[config.mk]
export PLATFORM = sky130hd
export DESIGN_NAME = instr_mem_sync
export DESIGN_NICKNAME = d
export VERILOG_FILES = /design/src/rtl/instr_mem_sync.sv
export SDC_FILE = /design/constraint.sdc
export NUM_CORES = 2
export LEC_CHECK = 0
export CORE_MARGIN = 1
export CORE_UTILIZATION = 35
export CTS_BUF_LIST = sky130_fd_sc_hd__clkbuf_2 sky130_fd_sc_hd__clkbuf_4 sky130_fd_sc_hd__clkbuf_8
export DETAILED_ROUTE_END_ITERATION = 16
export SLEW_MARGIN = 10
export SYNTH_ARGS = -nofsm -noshare
export SYNTH_HDL_FRONTEND = slang
export SYNTH_SLANG_ARGS = --single-unit
[constraint.sdc]
create_clock -name clk -period 3.8 [get_ports clk]
set_input_delay 0.57 -clock clk [delete_from_list [all_inputs] [get_ports clk]]
set_output_delay 0.57 -clock clk [all_outputs]
set_load 0.1 [all_outputs]
[src/rtl/instr_mem_sync.sv]
// instr_mem_sync: clocked, run-time loadable instruction memory.
// After reset the array is swept to NOP_INSN one word per cycle (CLEAR),
// then fetches are served with a registered 1-cycle response (RUN).
module instr_mem_sync #(
    parameter int unsigned          DATA_W   = 32,
    parameter int unsigned          DEPTH    = 64,
    parameter int unsigned          ADDR_W   = 32,
    parameter logic [DATA_W-1:0]    NOP_INSN = 32'h00000013,
    localparam int unsigned         AW       = $clog2(DEPTH)
) (
    input  logic              clk,
    input  logic              rst,
    input  logic              req_valid,
    output logic              req_ready,
    input  logic [ADDR_W-1:0] req_addr,
    output logic              rsp_valid,
    input  logic              rsp_ready,
    output logic [DATA_W-1:0] rsp_instr,
    output logic [1:0]        rsp_fault,
    input  logic              prog_we,
    output logic              prog_ready,
    input  logic [AW-1:0]     prog_addr,
    input  logic [DATA_W-1:0] prog_data
);

    typedef enum logic {
        ST_CLEAR,
        ST_RUN
    } state_t;

    localparam logic [1:0] FLT_OK    = 2'b00;
    localparam logic [1:0] FLT_ALIGN = 2'b01;
    localparam logic [1:0] FLT_RANGE = 2'b10;

    logic [DATA_W-1:0] mem [DEPTH];

    state_t            state_q, state_d;
    logic [AW-1:0]     clr_idx_q, clr_idx_d;
    logic              rsp_valid_q, rsp_valid_d;
    logic [DATA_W-1:0] rsp_instr_q, rsp_instr_d;
    logic [1:0]        rsp_fault_q, rsp_fault_d;

    logic              mem_we;
    logic [AW-1:0]     mem_waddr;
    logic [DATA_W-1:0] mem_wdata;
    logic [AW-1:0]     req_idx;
    logic              req_misaligned;
    logic              req_out_of_range;
    logic              accept;

    assign req_idx          = req_addr[AW+1:2];
    assign req_misaligned   = |req_addr[1:0];
    // Any byte-address bit above the word index means out of range; never alias.
    assign req_out_of_range = |req_addr[ADDR_W-1:AW+2];

    // Next-state, memory write port and handshake outputs.
    always_comb begin
        state_d     = state_q;
        clr_idx_d   = clr_idx_q;
        rsp_valid_d = rsp_valid_q;
        rsp_instr_d = rsp_instr_q;
        rsp_fault_d = rsp_fault_q;
        mem_we      = 1'b0;
        mem_waddr   = clr_idx_q;
        mem_wdata   = NOP_INSN;
        req_ready   = 1'b0;
        prog_ready  = 1'b0;
        accept      = 1'b0;

        case (state_q)
            ST_CLEAR: begin
                mem_we    = 1'b1;
                clr_idx_d = clr_idx_q + AW'(1);
                if (clr_idx_q == AW'(DEPTH - 1)) begin
                    state_d = ST_RUN;
                end
            end
            ST_RUN: begin
                prog_ready = 1'b1;
                req_ready  = !rsp_valid_q || rsp_ready;
                mem_we     = prog_we;
                mem_waddr  = prog_addr;
                mem_wdata  = prog_data;
                accept     = req_valid && req_ready;
                if (accept) begin
                    rsp_valid_d = 1'b1;
                    if (req_misaligned) begin
                        rsp_fault_d = FLT_ALIGN;
                        rsp_instr_d = NOP_INSN;
                    end else if (req_out_of_range) begin
                        rsp_fault_d = FLT_RANGE;
                        rsp_instr_d = NOP_INSN;
                    end else begin
                        rsp_fault_d = FLT_OK;
                        // Sampled before this edge's write lands: read-before-write.
                        rsp_instr_d = mem[req_idx];
                    end
                end else if (rsp_ready) begin
                    rsp_valid_d = 1'b0;
                end
            end
            default: state_d = ST_CLEAR;
        endcase
    end

    // Control and response registers with synchronous reset.
    always_ff @(posedge clk) begin
        if (rst) begin
            state_q     <= ST_CLEAR;
            clr_idx_q   <= '0;
            rsp_valid_q <= 1'b0;
            rsp_instr_q <= NOP_INSN;
            rsp_fault_q <= FLT_OK;
        end else begin
            state_q     <= state_d;
            clr_idx_q   <= clr_idx_d;
            rsp_valid_q <= rsp_valid_d;
            rsp_instr_q <= rsp_instr_d;
            rsp_fault_q <= rsp_fault_d;
        end
    end

    // Storage array: single write port, no reset (CLEAR sweeps it).
    always_ff @(posedge clk) begin
        if (mem_we && !rst) begin
            mem[mem_waddr] <= mem_wdata;
        end
    end

    assign rsp_valid = rsp_valid_q;
    assign rsp_instr = rsp_instr_q;
    assign rsp_fault = rsp_fault_q;

endmodule

==> results.yml <==
timing:
  setup_repair_after_global_routing_missed_its_margin: "no"
  fin_worst_skew_ns: 0.0692
  fmaxAchievable_mhz: 293
  setup_slack_ns: 0.389
  report.final.hold_viol_count: 0
  finalCritPeriodShare_pct: 89.8
  setup_violations: 0
  report.final.slew_viol_count: 0
  slew_headroom_pct: 29.2
  worst_slew_pin_slew_ns: 1.06
  timing.hold.ws_ns: 0.221
  post-route-min-period_ns: 3.41
power:
  pwr_per_cell_area_nw_per_um2: 490
  power.leakage_uw: 0.0320
  power_uw: 46400
  vdd_ir_drop_max_mv: 0.381
route:
  wl_per_cell_um: 29.3
  detail-route-antenna-nets: 0
  num_vias: 42400
  wl_mm: 226
  first_iter_violations: 4826
  viasPerCell: 5.48
  dr.pass1.iters: 5
  remaining_drc_errors: 0
clocking:
  root_buffer: "sky130_fd_sc_hd__clkbuf_8"
  cts.reportedPaths.clkPinSlew_ns: 0.06
  clock_network_latency_to_the_later_pin_of_the_worst_skew_pair_ns: 1.05
  cts-buffers-inserted: 353
  ctsResizeCount: 0
  cts_htree_levels: 5
  post-cts-setup-buffer-count: 0
  clockBufferDepth: 4
  cts_tree: "built"
  hold_buffers: 0
  cts.sink_count: 2090
synth:
  synthCells: 3942
  synth.lib_cells_used.distinct: 63
  synth_top_area_share_pct: 76.1
  yosysSeqAreaShare_pct: 77.2
  synth.avg_cell_area_um2: 20.5
  yosysTopAreaCell: "sky130_fd_sc_hd__edfxtp_1"
  post_synth_instance_area_um2: 80800
  synth.ff_latch_count: 2090
  syn_nets: 4018
  ys_top_cells_by_area: "sky130_fd_sc_hd__edfxtp_1, sky130_fd_sc_hd__mux4_2, sky130_fd_sc_hd__mux2i_1, sky130_fd_sc_hd__dfxtp_1, sky130_fd_sc_hd__mux2_2"
  async_reset_ff_share_pct: 0
  ys_warns: 0
  number_of_synthesized_flops_with_an_enable_pin: 2048
  most_used_dff_post_synth: "sky130_fd_sc_hd__edfxtp_1"
critical_path:
  critical_path_required_ns: 3.23
  worstSetupStartpointType: "flip-flop"
  worstPathCellList: "clkdlybuf4s50_1"
  crit_path_top_delay_cell: "sky130_fd_sc_hd__clkdlybuf4s50_1"
  critical_path.endpoint_type: "primary output"
  timing.critical_path.slowest_cell_delay_ns: 1.24
  worst_ep_arrival_time_ns: 2.84
  cp_bufs_invs: 1
  critPathMaxFanout: 2
  worst_path_dominant_cell_family: "buffers and inverters"
  crit_type: "reg -> out"
floorplan:
  die_width_um: 482
  coreArea_um2: 228000
  floorplan.die_area_um2: 233000
  floorplan.initialDensity_pct: 35.4
  io_pins: 112
  placementRows: 175
  chipHeight_um: 482
placed_design:
  routabilityCongestion: 0.840
  dpl.hpwl_mm: 137
  dpl_worst_slack_ns: 0.401
  port_buffers: 111
global_route:
  grt_pass1_wl_mm: 320
  grt_antenna_before_repair: 9
  total_global_routing_overflow: 0
  grt_util_all_layers_pct: 19.4
  first_global_vias: 43000
  grt_start_max_net_pins: 65
layout:
  syn_to_final_growth_pct: 17.1
  layout.cells.most_common_list: "sky130_fd_sc_hd__edfxtp_1, sky130_fd_sc_hd__clkbuf_8, sky130_fd_sc_hd__mux2i_1, sky130_fd_sc_hd__mux4_2, sky130_fd_sc_hd__buf_4"
  most_common_cell_after_layout_fill_and_taps_aside: "sky130_fd_sc_hd__edfxtp_1"
  finalNetCount: 4542
  layout-drive-gt1-share_pct: 28.4
min_path:
  worst_hold_path_type: "in -> reg"
run:
  maxCapViolCount: 0
status:
  run_status: "complete, no violations"
tightest hold or removal path, cell delays in order:
cell and delay [ns]:
sky130_fd_sc_hd__buf_4 0.26, sky130_fd_sc_hd__a41oi_1 0.24, sky130_fd_sc_hd__a31oi_1 0.09
final cells by class:
cell class              count  area, um2
fillers                 20000     134000
flip-flops and latches   2090      62300
multi-input cells        1619      17600
clock buffers             493       5970
repair buffers            395       4180
well taps                3009       3760
clock inverters           116        702
inverters                   7       26.3
diodes                      7       17.5
through the flow:
step | instance area, um2 | setup TNS, ns | std cells | util [%]
after global placement | 87900 | 0 | 7120 | 38.5
after detailed placement | 87900 | 0 | 7120 | 38.5
after CTS | 94500 | 0 | 7729 | 41.4
after floorplan | 80800 | -69.18 | 3942 | -
after global routing | 94500 | 0 | 7733 | 41.4
final | 94600 | 0 | 7736 | 41.4
cell families (layout without fill, tap and decap cells):
group,after synthesis,after routing,share of synthesized area [%]
AOI/OAI and AO/OA,491,491,4.42
xor gates and xnor gates,4,4,0.0434
muxes,720,720,14.2
buffers and inverters,233,1011,1.76
DFF,2090,2090,77.2
other,0,7,0
and+or+nand+nor,403,403,2.38
adders and majority gates,1,1,0.0155
where the power goes:
| group | internal [uW] | switching (uW) |
|---|---|---|
| logic | 798 | 1160 |
| registers | 25000 | 18.6 |
| clock network | 10600 | 8770 |
cell usage after synthesis, types with 36 or more instances:
cell,count
sky130_fd_sc_hd__dfxtp_1,42
sky130_fd_sc_hd__mux2i_1,335
sky130_fd_sc_hd__nand2_1,124
sky130_fd_sc_hd__a221oi_1,49
sky130_fd_sc_hd__o22ai_1,71
sky130_fd_sc_hd__buf_2,69
sky130_fd_sc_hd__a211oi_1,55
sky130_fd_sc_hd__mux2_2,50
sky130_fd_sc_hd__o21ai_0,41
sky130_fd_sc_hd__edfxtp_1,2048
sky130_fd_sc_hd__mux4_2,335
sky130_fd_sc_hd__nor2_1,107
sky130_fd_sc_hd__a22oi_1,36
sky130_fd_sc_hd__and2_1,42
sky130_fd_sc_hd__a21oi_1,72
sky130_fd_sc_hd__clkbuf_1,66
sky130_fd_sc_hd__buf_4,46
state kept, by name (all words and copies together), names as in the netlist:
name,flops
rsp_instr,32
rsp_valid,1
rsp_fault,2
state_q,1
clr_idx_q,6
mem,2048
per-layer routing:
metal	global-route usage [%]	vias to the layer above	share of wire, %
met1	26.7	22500	41
li1	-	17600	-
met2	30.3	2010	47
met4	6.52	0	3.0
met3	4.53	349	9.0
met5	0	-	0
worst paths after layout:
path | end | from | cells past startpoint | slack, ns
max | rsp_instr[8] | rsp_instr[8] | 1 | 0.39
min | rsp_instr[1] | req_addr[5] | 3 | 0.22
max reg2reg | mem[15][31] | state_q | 6 | 0.79
min reg2reg | rsp_fault[1] | rsp_fault[1] | 2 | 0.47
Note: power is estimated with default switching activity, not from simulation.
